## src/rtl/instr_fetch.sv

```systemverilog
// Instruction fetch stage: owns the PC, drives the async-read instruction memory,
// and buffers {instr, pc} pairs in a 2-entry queue presented to decode over valid/ready.
module instr_fetch #(
    parameter int ADDR_WIDTH = 8,
    parameter int DATA_WIDTH = 12,
    parameter int RESET_PC   = 0
) (
    input  logic                  clk,
    input  logic                  rst_n,
    input  logic                  fetch_en,
    output logic [ADDR_WIDTH-1:0] imem_addr,
    input  logic [DATA_WIDTH-1:0] imem_instr,
    input  logic                  redirect_valid,
    input  logic [ADDR_WIDTH-1:0] redirect_pc,
    output logic                  out_valid,
    input  logic                  out_ready,
    output logic [DATA_WIDTH-1:0] out_instr,
    output logic [ADDR_WIDTH-1:0] out_pc
);

    localparam logic [ADDR_WIDTH-1:0] RESET_PC_L = ADDR_WIDTH'(RESET_PC);
    localparam logic [ADDR_WIDTH-1:0] PC_ONE     = {{(ADDR_WIDTH-1){1'b0}}, 1'b1};

    logic [ADDR_WIDTH-1:0] pc_r;
    logic [DATA_WIDTH-1:0] instr_q_r [2];
    logic [ADDR_WIDTH-1:0] pc_q_r    [2];
    logic                  head_r;
    logic [1:0]            count_r;

    logic                  head_valid_s;
    logic                  push_s;
    logic                  pop_s;
    logic                  tail_s;

    // Address comes straight from the PC flop so decode back-pressure never reaches memory.
    assign imem_addr = pc_r;

    // Handshake events; push is gated on occupancy only, never on a same-cycle pop.
    always_comb begin
        head_valid_s = (count_r != 2'd0);
        pop_s        = head_valid_s && out_ready;
        push_s       = fetch_en && !redirect_valid && (count_r < 2'd2);
        tail_s       = head_r ^ count_r[0];
    end

    // PC, queue storage and occupancy; redirect flushes and overrides any push.
    always_ff @(posedge clk or negedge rst_n) begin
        if (!rst_n) begin
            pc_r    <= RESET_PC_L;
            head_r  <= 1'b0;
            count_r <= 2'd0;
            for (int i = 0; i < 2; i++) begin
                instr_q_r[i] <= '0;
                pc_q_r[i]    <= '0;
            end
        end else if (redirect_valid) begin
            pc_r    <= redirect_pc;
            head_r  <= 1'b0;
            count_r <= 2'd0;
        end else begin
            if (push_s) begin
                instr_q_r[tail_s] <= imem_instr;
                pc_q_r[tail_s]    <= pc_r;
                pc_r              <= pc_r + PC_ONE;
            end
            if (pop_s) begin
                head_r <= ~head_r;
            end
            count_r <= count_r + {1'b0, push_s} - {1'b0, pop_s};
        end
    end

    // Head presentation; payload is forced to zero whenever the queue is empty.
    always_comb begin
        out_valid = 1'b0;
        out_instr = '0;
        out_pc    = '0;
        if (head_valid_s) begin
            out_valid = 1'b1;
            out_instr = instr_q_r[head_r];
            out_pc    = pc_q_r[head_r];
        end else begin
            out_valid = 1'b0;
            out_instr = '0;
            out_pc    = '0;
        end
    end

endmodule

```

## config.mk

```make
export PLATFORM = sky130hd
export DESIGN_NAME = instr_fetch
export DESIGN_NICKNAME = d
export VERILOG_FILES = /design/src/rtl/instr_fetch.sv
export SDC_FILE = /design/constraint.sdc
export NUM_CORES = 1
export LEC_CHECK = 0
export ABC_AREA = 1
export CELL_PAD_IN_SITES_DETAIL_PLACEMENT = 0
export CELL_PAD_IN_SITES_GLOBAL_PLACEMENT = 1
export CORE_UTILIZATION = 38
export DETAILED_ROUTE_END_ITERATION = 8
export GPL_TIMING_DRIVEN = 0
export HOLD_SLACK_MARGIN = 0.12
export PLACE_DENSITY = 0.86
export SYNTH_ARGS = -nofsm -noshare
export SYNTH_HDL_FRONTEND = slang
export SYNTH_SLANG_ARGS = --single-unit
export TNS_END_PERCENT = 100
```

## constraint.sdc

```tcl
create_clock -name clk -period 1.89 [get_ports clk]
set_input_delay 0.189 -clock clk [delete_from_list [all_inputs] [get_ports clk]]
set_output_delay 0.189 -clock clk [all_outputs]
set_load 0.01 [all_outputs]
```

Word level (Yosys, flattened, before mapping)
Cells that the tools add are included.
{ "totals": {"reg_bits": 51, "latch_bits": 0, "mem_bits_rw": 0, "mem_bits_ro": 0, "input_bits": 25, "output_inout_bits": 29, "elab_cells": 48, "mem_count": 0} }
{ "op_classes": {"addsub": 3, "multipliers": 0, "div": 0, "order_cmp": 4, "eq_ne": 0, "shifts": 0, "muxes": 20, "bitwise_logic": 5, "n_reduce_logical": 9} }
{ "op_table": {"columns": ["cell", "n"], "rows": [
  ["12-bit 2-to-1 mux", 5],
  ["8-bit 2-to-1 mux", 7],
  ["24-bit bitwise mux", 1],
  ["16-bit bitwise mux", 1],
  ["12-bit demux with 1-bit select", 1],
  ["8-bit by 1-bit adder with 8-bit output, second input constant", 1],
  ["8-bit demux with 1-bit select", 1],
  ["2-bit nonzero test", 3],
  ["2-bit >= comparator, second input constant", 2],
  ["1-bit logical AND", 4],
  ["1-bit inverter with 2-bit output", 2],
  ["1-bit 2-to-1 mux", 3],
  ["2-bit by 1-bit adder with 2-bit output", 1],
  ["2-bit by 1-bit < comparator with 1-bit output, second input constant", 1],
  ["2-bit < comparator, second input constant", 1],
  ["2-bit 2-to-1 mux", 1],
  ["1-bit inverter", 2],
  ["2-bit AND reduction", 1],
  ["2-bit by 1-bit subtractor with 2-bit output", 1],
  ["1-bit zero test", 1],
  ["1-bit bitwise XOR", 1]
]} }

Longest topological paths before layout
Gate-level depths: netlist of the first run.
{ "depth": {"depth_word": 7, "depth_mapped": 9, "depth_no_buf": 9} }

Least setup slack after synthesis of the first run
OpenSTA, ideal clock, no wires.
{ "synth_path": {"kind": "flip-flop to flip-flop", "from": "register count_r[1]", "to": "register count_r[1]", "setup_ns": 0.118, "arrival_ns": 1.431, "required_ns": 1.772, "slack_ns": 0.341, "stages_incl_launch_ff": 10, "n_path_buf": 0, "period_less_slack_ns": 1.549, "cell_sequence": "dfrtp_1 > inv_2 > nand2_4 > nor2_4 > inv_1 > ha_1 > inv_1 > ha_1 > xor2_1 > nor2_1"} }
{ "synth_via": {"elab_chain_cells": 5, "word_cells_on_any_way": 7, "cone_classes": "2 x add/sub; 1 x order compare; 1 x mux; 3 x reduce/logical"} }
{ "synth_lines": {"columns": ["element", "line_no", "text"], "rows": [
  ["start, declared", "28", "logic [1:0] count_r;"],
  ["start signal, assigned", "69", "count_r <= count_r + {1'b0, push_s} - {1'b0, pop_s};"],
  ["2-bit < comparator", "42", "push_s = fetch_en && !redirect_valid && (count_r < 2'd2);"],
  ["1-bit logical AND", "42", null],
  ["2-bit by 1-bit adder with 2-bit output", "69", null],
  ["2-bit by 1-bit subtractor with 2-bit output *", "69", null],
  ["2-bit 2-to-1 mux *", "56", "end else if (redirect_valid) begin"]
]} }
Mark *: on every way between the ends. The rest lies on a longest branch, timed or not.
A chain may end at the register's enable or synchronous reset.

Worst setup path in the final report of the first run
{ "layout_path": {"from": "register count_r[0]", "to": "output out_valid"} }
{ "layout_via": {"elab_chain_cells": 2} }
{ "layout_lines": {"columns": ["element", "line_no", "text"], "rows": [
  ["2-bit nonzero test", "40", "head_valid_s = (count_r != 2'd0);"],
  ["1-bit 2-to-1 mux", "78", "if (head_valid_s) begin"],
  ["end, declared", "15", "output logic out_valid,"]
]} }
No other way between the ends.

==> flow_summary.yaml, run 1 <==
worst_setup_path:
  cp.arrival_ns: 1.63
  cpMaxStageDelayCell: "dfrtp_1"
  max_stage_delay_ns: 0.47
  crit_required_ns: 1.70
  start_kind: "register"
  crit_type: "register to output port"
  crit_chain: "nor2_4 -> clkbuf_8 -> inv_1 -> clkdlybuf4s50_1"
  crit_fanout: 10
  cp-end-kind: "output port"
detailed_routing:
  num_vias: 2190
  first_iter_violations: 134
  drt_wl_total_um: 5990
  viasPerCell: 4.89
  final_antenna_net_count: 0
  drc: 0
  firstDrtPassIters: 5
  wl_per_cell_um: 13.4
final_layout:
  n_antenna_cell: 0
  final_cell_area_um2: 3390
  area_growth_pct: 29.2
  nFillCells: 623
  drive_above_1_share_pct: 17.8
  nets: 398
clock_network:
  clock_path_buffers: 2
  cts.sinks: 51
  cts_tree: "built"
  root_buffer: "clkbuf_8"
  path_clk_slew_ns: 0.10
  ctsHtreeMaxLevel: 2
  cts_made_buffers: 5
  clock_latency_ns: 0.31
yosys:
  ys_top_cells_by_count: "nand2_1, dfrtp_1, inv_1"
  ys.flop_type: "dfrtp_1"
  synth-edff-count: 0
  netlist_area_um2: 2630
  synth_top_cell_by_area: "dfrtp_1"
  synth_cells: 308
  yosysSeqAreaShare_pct: 48.6
  yosysUniqueCellTypes: 27
  async_flop_share_pct: 100
  synth_seq_cells: 51
  yosys_warnings: 0
  synth_area_leaders: "dfrtp_1, nand2_1, o21ai_2"
  syn_nets: 336
  synth_top_area_share_pct: 48.6
  synth.most_common_cell: "nand2_1"
  avgSynthCellArea_um2: 8.53
floorplanning:
  rows: 29
  core_area_um2: 6490
  die_area_um2: 7250
  fp.dieW_um: 85.2
  io_pins: 54
  die_h_um: 85.2
  start_util_pct: 40.5
flow_run:
  max-cap-violations: 0
grt:
  grt_pass1_vias: 2154
  antenna_found_initial: 0
  grt_pass1_wl_um: 10500
  grt.overflow.total: 0
  gr-usage-all-layers_pct: 18.5
  grt_start_max_net_pins: 27
timing:
  timing.final.crit_period_ns: 1.82
  relSlewSlack_pct: 58.6
  setup_viol: 0
  period_share_pct: 96.3
  finalMaxSlewViolations: 0
  worstMarginPinSlew_ns: 0.620
  hold_violations: 0
  fmax_mhz: 549
  fin_skew_ns: 0.00889
  rsz0062_at_grt: "true"
placement:
  gp_congestion: 0.807
  io_buffers: 53
  hpwl_um: 4290
  placed_area_um2: 3270
power:
  switchingPower_mw: 1.70
  combPwrFrac_pct: 44.2
  seq_power_share_pct: 41.3
  power_density_nw_per_um2: 1300
  pwr-share-clk_pct: 14.5
  leakage_nw: 1.68
  p_int_mw: 2.70
  peakVddDrop_uv: 623
  p_sw_share_pct: 38.6
  finalPower_mw: 4.40
hold_path:
  min_path_type: "primary input to asynchronous set/reset pin"
status:
  status: "finished, final reports clean"
sequential cells by signal, indices dropped and copies added, names as in the netlist:
name and count:
head_r 1, pc_q_r 16, imem_addr 8, count_r 2, instr_q_r 24
layout make-up:
| type | instances | area [um2] | share of cell area (%) |
|---|---|---|---|
| clock inverters | 3 | 25.0 | 0.737 |
| repair buffers | 55 | 533 | 15.7 |
| well taps | 77 | 96.3 | 2.84 |
| plain buffers | 16 | 168 | 4.94 |
| multi-input cells | 208 | 1100 | 32.5 |
| clock buffers | 5 | 68.8 | 2.03 |
| inverters | 33 | 124 | 3.65 |
| flip-flops and latches | 51 | 1280 | 37.6 |
per-layer routing:
| metal | global-route usage [%] | part of all wire (%) |
|---|---|---|
| met2 | 29.0 | 46 |
| met1 | 26.2 | 47 |
| met3 | 3.02 | 5.6 |
| met4 | 5.70 | 1.3 |
| met5 | 0 | 0 |
worst max-delay path, delay by kind of cell, from the launching register on:
| family | cells | cell delay (ns) |
|---|---|---|
| flip-flops | 1 | 0.47 |
| buffers and inverters | 3 | 0.70 |
| AND/OR/NAND/NOR | 1 | 0.16 |
per-stage QoR:
step | TNS (ns) | setup slack, ns | util (%) | cells | hold WS (ns)
after global routing | -0.000306 | -0.000306 | 52.3 | 448 | 0.441
after global placement | -45.24 | -0.872 | 50.1 | 438 | 0.464
final | 0 | 0.0691 | 52.3 | 448 | 0.423
after detailed placement | -1.21 | -0.108 | 50.3 | 439 | 0.234
after floorplan | 0 | 0.341 | - | 308 | -0.107
after CTS | 0 | 0.0491 | 52.1 | 448 | 0.436
what timing repair did:
action / 4_1_cts / 5_1_grt
setup endpoints to repair: 21 / 4
pin swaps: 0 / 0
hold buffers: 1 / 0
buffers inserted: 0 / 0
endpoints found under the hold margin: 25 / 0
resized for setup: 32 / 5
cells in the final DEF, fill, tap and decap left out, types with 2 or more instances in the layout:
master / Yosys / layout
dlygate4sd2_1: 0 / 18
nor2_4: 1 / 2
nor2_1: 12 / 11
clkinv_4: 0 / 2
inv_1: 30 / 30
o21ai_0: 6 / 6
clkbuf_8: 0 / 6
clkdlybuf4s15_1: 0 / 2
a21oi_1: 22 / 21
dfrtp_1: 51 / 50
nand3_1: 11 / 11
buf_4: 1 / 3
clkdlybuf4s50_1: 0 / 32
buf_6: 9 / 11
nand2_1: 99 / 99
o21ai_2: 28 / 28
nand2_4: 2 / 2
xor2_1: 2 / 2
ha_1: 3 / 3
o21bai_1: 2 / 2
inv_2: 3 / 3
o21ai_1: 12 / 12
power by group through the flow:
stage                     logic, mW  registers, mW  clock network (mW)
after detailed placement       2.00           1.83                   0
final                          1.94           1.82               0.637
after floorplan                1.28           1.78                   0
after global routing           2.19           1.88               0.708
after CTS                      1.96           1.81               0.660
after global placement         1.95           1.82                   0
final timing paths:
check | startpoint | end | slack (ns) | depth (start not counted)
worst min-delay path | rst_n | instr_q_r[6]$_DFFE_PN0P_ | 0.42 | 2
worst max register to register | count_r[1]$_DFF_PN0_ | count_r[1]$_DFF_PN0_ | 0.18 | 9
worst max-delay path | count_r[0]$_DFF_PN0_ | out_valid | 0.07 | 4
max in group asynchronous | rst_n | count_r[1]$_DFF_PN0_ | 0.89 | 3
worst min register to register | instr_q_r[19]$_DFFE_PN0P_ | instr_q_r[19]$_DFFE_PN0P_ | 0.49 | 2
min in group clk | imem_instr[0] | instr_q_r[0]$_DFFE_PN0P_ | 0.45 | 3
cells by family (layout without fill, tap and decap cells):
group           count (synthesis)  after routing  synth area share, %
compound gates                 72             72                 18.0
fa+ha+maj                       3              3                 1.43
flops                          51             51                 48.6
xor+xnor                        4              4                 1.62
simple gates                  129            129                 20.4
buf+inv                        49            112                 9.91
No activity file was read; power rests on OpenSTA's default activity.
==> run 2: changes to the inputs <==
- PLACE_DENSITY: 0.86 -> not set
- PLACE_DENSITY_LB_ADDON: not set -> 0.3
==> flow_summary.yaml, run 2 (synthesis results as in run 1) <==
power:
  pwr-share-clk_pct: 17.1
  switchingPower_mw: 1.70
  seq_power_share_pct: 39.6
  leakage_nw: 1.72
  p_int_mw: 2.89
  finalPower_mw: 4.58
  peakVddDrop_uv: 555
  power_density_nw_per_um2: 1330
  p_sw_share_pct: 37.0
  combPwrFrac_pct: 43.3
detailed_routing:
  drc: 0
  viasPerCell: 4.85
  firstDrtPassIters: 4
  first_iter_violations: 158
  num_vias: 2190
  drt_wl_total_um: 6170
  wl_per_cell_um: 13.7
  final_antenna_net_count: 0
worst_setup_path:
  cpMaxStageDelayCell: "dfrtp_1"
  cp-end-kind: "output port"
  r2r_end: "count_r[1]$_DFF_PN0_"
  crit_chain: "buf_6 -> inv_1 -> buf_4 -> nand2_1 -> a21oi_2 -> dlygate4sd2_1"
  cp_top_family: "buffers and inverters"
  reg2reg_depth: 9
  r2r_slack_ns: 0.24
  crit_type: "register to output port"
  critical_path_buf_inv_count: 4
  crit_required_ns: 1.70
  cp.arrival_ns: 1.62
  max_stage_delay_ns: 0.38
  start_kind: "register"
  crit_fanout: 10
  cp-startpoint: "head_r$_DFFE_PN0P_"
  timing.rr.start: "count_r[1]$_DFF_PN0_"
grt:
  grtUsageMet3_pct: 3.50
  grt.overflow.total: 0
  grt_pass1_vias: 2087
  antenna_found_initial: 0
  grt_start_max_net_pins: 27
  grtUsageMet2_pct: 30.2
  grt_pass1_wl_um: 10500
  gr-usage-met1_pct: 26.4
  grt.busiest_layer: "met2"
  gr-usage-all-layers_pct: 18.7
floorplanning:
  rows: 29
  die_h_um: 85.2
  start_util_pct: 40.5
  io_pins: 54
  core_area_um2: 6490
  die_area_um2: 7250
  fp.dieW_um: 85.2
timing:
  finalMaxSlewViolations: 0
  setup_viol: 0
  timing.final.crit_period_ns: 1.80
  hold_violations: 0
  fmax_mhz: 554
  relSlewSlack_pct: 58.9
  fin_skew_ns: 0.00533
  rsz0062_at_grt: "false"
  worstMarginPinSlew_ns: 0.617
  whs_ns: 0.435
  period_share_pct: 95.5
placement:
  hpwl_um: 4290
  gp_congestion: 0.795
  io_buffers: 53
clock_network:
  cts_made_buffers: 5
  cts_tree: "built"
  clock_path_buffers: 2
  clock_latency_ns: 0.30
  root_buffer: "clkbuf_8"
  path_clk_slew_ns: 0.09
  cts.sinks: 51
  ctsHtreeMaxLevel: 2
final_layout:
  n_antenna_cell: 0
  largest_reg_flops: 24
  area_growth_pct: 31.0
  nets: 402
  final_common_cell: "nand2_1"
  layout_common_cells: "nand2_1, dfrtp_1, clkdlybuf4s50_1, inv_1, o21ai_2"
  drive_above_1_share_pct: 18.9
  final_util_pct: 53.0
  top_register: "instr_q_r"
status:
  status: "finished, final reports clean"
hold_path:
  min_path_type: "primary input to asynchronous set/reset pin"
flow_run:
  max-cap-violations: 0
run 2: cell types whose count changed in the layout (fill, tap and decap cells not counted), sizes merged:
cell,before,now
bufinv,0,1
dlygate4sd2,18,20
clkinv,2,1
clkinvlp,1,0
buf,16,21
clkdlybuf4s15,2,0
run 2: worst max path at each step:
stage | to | slack, ns | cells past startpoint
after CTS | out_valid | 0.05 | 4
after global placement | imem_addr[7]$_DFFE_PN0P_ | -0.90 | 1
after floorplan | count_r[1]$_DFF_PN0_ | 0.34 | 9
after detailed placement | count_r[1]$_DFF_PN0_ | -0.12 | 9
after global routing | out_pc[6] | 0.0001 | 6
final | out_pc[6] | 0.09 | 6
run 2: final cells by class:
type | instances | area, um2
fill | 634 | 3050
sequential | 51 | 1280
multi-input combinational | 208 | 1100
timing repair buffer | 59 | 561
buffer | 16 | 161
inverter | 33 | 124
tap | 77 | 96.3
clock buffer | 6 | 82.6
clock inverter | 2 | 35.0
run 2: through the flow:
step	TNS (ns)	setup WS, ns	instances	area (um2)
2_1_floorplan	0	0.341	308	2630
3_3_place_gp	-46.80	-0.900	438	3250
3_5_place_dp	-1.18	-0.124	439	3270
5_1_grt	0	0.000117	452	3440
4_1_cts	0	0.0457	448	3410
6_report	0	0.0855	452	3440
run 2: metal layers:
layer	vias to the layer above	part of all wire (%)	wire [um]
met4	0	0.31	19
met2	42	47	2930
met1	1038	49	3000
met3	2	3.6	222
met5	-	0	0
li1	1108	-	-
run 2: repair_timing:
item	4_1_cts	5_1_grt
gates resized for setup	32	3
hold endpoints to repair	25	0
setup endpoints to repair	21	2
buffers inserted	0	4
pin swaps	0	2
hold buffers	1	0
run 2: power groups by stage:
stage / clock (mW) / combinational [mW] / sequential [mW]
floorplan: 0 / 1.28 / 1.78
global placement: 0 / 1.96 / 1.82
detailed placement: 0 / 2.00 / 1.83
CTS: 0.808 / 1.96 / 1.82
global route: 0.861 / 2.23 / 1.87
finish: 0.783 / 1.98 / 1.82
==> run 3: changes to the inputs <==
- CORE_MARGIN: not set -> 10
==> flow_summary.yaml, run 3 (synthesis results as in run 1) <==
status:
  status: "finished, final reports clean"
timing:
  relSlewSlack_pct: 62.0
  fin_skew_ns: 0.00761
  period_share_pct: 96.7
  whs_ns: 0.405
  fmax_mhz: 547
  worstMarginPinSlew_ns: 0.570
  hold_violations: 0
  setup_viol: 0
  timing.final.crit_period_ns: 1.83
  finalMaxSlewViolations: 0
  rsz0062_at_grt: "false"
  setup_slack_ns: 0.0627
clock_network:
  post-cts-setup-buffers: 0
  cts.sinks: 51
  cts_made_buffers: 5
  clock_latency_ns: 0.30
  root_buffer: "clkbuf_8"
  cts_tree: "built"
  ctsHtreeMaxLevel: 2
  clock_path_buffers: 2
  path_clk_slew_ns: 0.09
final_layout:
  final_cells: 451
  multi_input_area_um2: 1100
  largest_reg_flops: 24
  n_antenna_cell: 0
  nFillCells: 695
  final_cell_area_um2: 3380
  layout_common_cells: "nand2_1, dfrtp_1, clkdlybuf4s50_1, inv_1, o21ai_2"
  nets: 398
  area_growth_pct: 28.8
  top_register: "instr_q_r"
  final_util_pct: 50.1
  drive_above_1_share_pct: 18.1
  final_common_cell: "nand2_1"
  regArea_um2: 1280
worst_setup_path:
  crit_fanout: 10
  timing.rr.start: "count_r[1]$_DFF_PN0_"
  critical_path_buf_inv_count: 3
  cp-end-kind: "output port"
  cp_top_family: "buffers and inverters"
  crit_type: "register to output port"
  r2r_slack_ns: 0.12
  cp.arrival_ns: 1.64
  start_kind: "register"
  cpMaxStageDelayCell: "clkdlybuf4s50_1"
  reg2reg_depth: 9
  r2r_end: "count_r[1]$_DFF_PN0_"
  crit_required_ns: 1.70
  crit_chain: "nor2_4 -> clkbuf_8 -> inv_1 -> clkdlybuf4s50_1"
  max_stage_delay_ns: 0.47
placement:
  io_buffers: 53
  pre_cts_slack_ns: -0.139
  dp.cells: 442
  placed_area_um2: 3270
  hpwl_um: 4780
  gp_congestion: 0.799
power:
  peakVddDrop_uv: 432
  power_density_nw_per_um2: 1300
  leakage_nw: 1.68
grt:
  grt_pass1_wl_um: 10700
  grt_pass1_vias: 2179
  antenna_found_initial: 0
  grt_start_max_net_pins: 29
  grt.overflow.total: 0
  gr-usage-all-layers_pct: 12.8
detailed_routing:
  firstDrtPassIters: 4
  first_iter_violations: 61
  drt_wl_total_um: 6560
  wl_per_cell_um: 14.5
  final_antenna_net_count: 0
  num_vias: 2215
  drc: 0
  viasPerCell: 4.91
flow_run:
  max-cap-violations: 0
floorplanning:
  core_area_um2: 6760
  io_pins: 54
  rows: 30
  start_util_pct: 38.9
  fp.dieW_um: 103
  die_area_um2: 10600
  die_h_um: 103
hold_path:
  min_path_type: "primary input to asynchronous set/reset pin"
[run 3: cell count changes in the layout (fill, tap and decap cells not counted), sizes merged]
cell / before / now
clkinv: 1 / 2
clkdlybuf4s15: 0 / 1
inv: 33 / 34
bufinv: 1 / 0
buf: 21 / 16
dlygate4sd2: 20 / 19
[run 3: power by group]
| part | internal [mW] | total [mW] | switching, mW |
|---|---|---|---|
| clock | 0.261 | 0.630 | 0.369 |
| sequential | 1.54 | 1.81 | 0.273 |
| combinational | 0.885 | 1.94 | 1.06 |
| total | 2.69 | 4.39 | 1.70 |
[run 3: layout make-up]
class,count,share of cell area [%]
sequential,51,37.8
multi-input combinational,208,32.6
timing repair buffer,55,15.7
buffer,16,4.73
inverter,33,3.66
tap,80,2.96
clock buffer,5,2.03
clock inverter,3,0.555
[run 3: how the worst max path moves through the flow]
stage	start	to	slack [ns]	depth (start not counted)
floorplan	count_r[1]$_DFF_PN0_	count_r[1]$_DFF_PN0_	0.34	9
global placement	rst_n	imem_addr[7]$_DFFE_PN0P_	-0.92	1
detailed placement	count_r[1]$_DFF_PN0_	out_pc[0]	-0.14	4
CTS	count_r[1]$_DFF_PN0_	out_valid	0.02	4
global route	count_r[1]$_DFF_PN0_	out_valid	0.0009	4
finish	count_r[1]$_DFF_PN0_	out_valid	0.06	4
[run 3: repair_timing]
item                                   CTS  global route
resized for setup                       31             4
endpoints found under the hold margin   23             0
setup endpoints to repair               21             4
hold buffers                             1             0
[run 3: per-layer routing]
layer | up-vias | GRT usage (%) | wire length, um
li1 | 1101 | - | -
met2 | 53 | 20.8 | 3110
met1 | 1052 | 15.8 | 2900
met5 | - | 0 | 0
met4 | 0 | 4.28 | 96
met3 | 9 | 3.69 | 455
[run 3: through the flow]
step | setup TNS [ns] | power, mW
CTS | 0 | 4.45
global placement | -48.32 | 3.81
floorplan | 0 | 3.07
detailed placement | -1.88 | 3.85
global route | 0 | 4.76
finish | 0 | 4.39
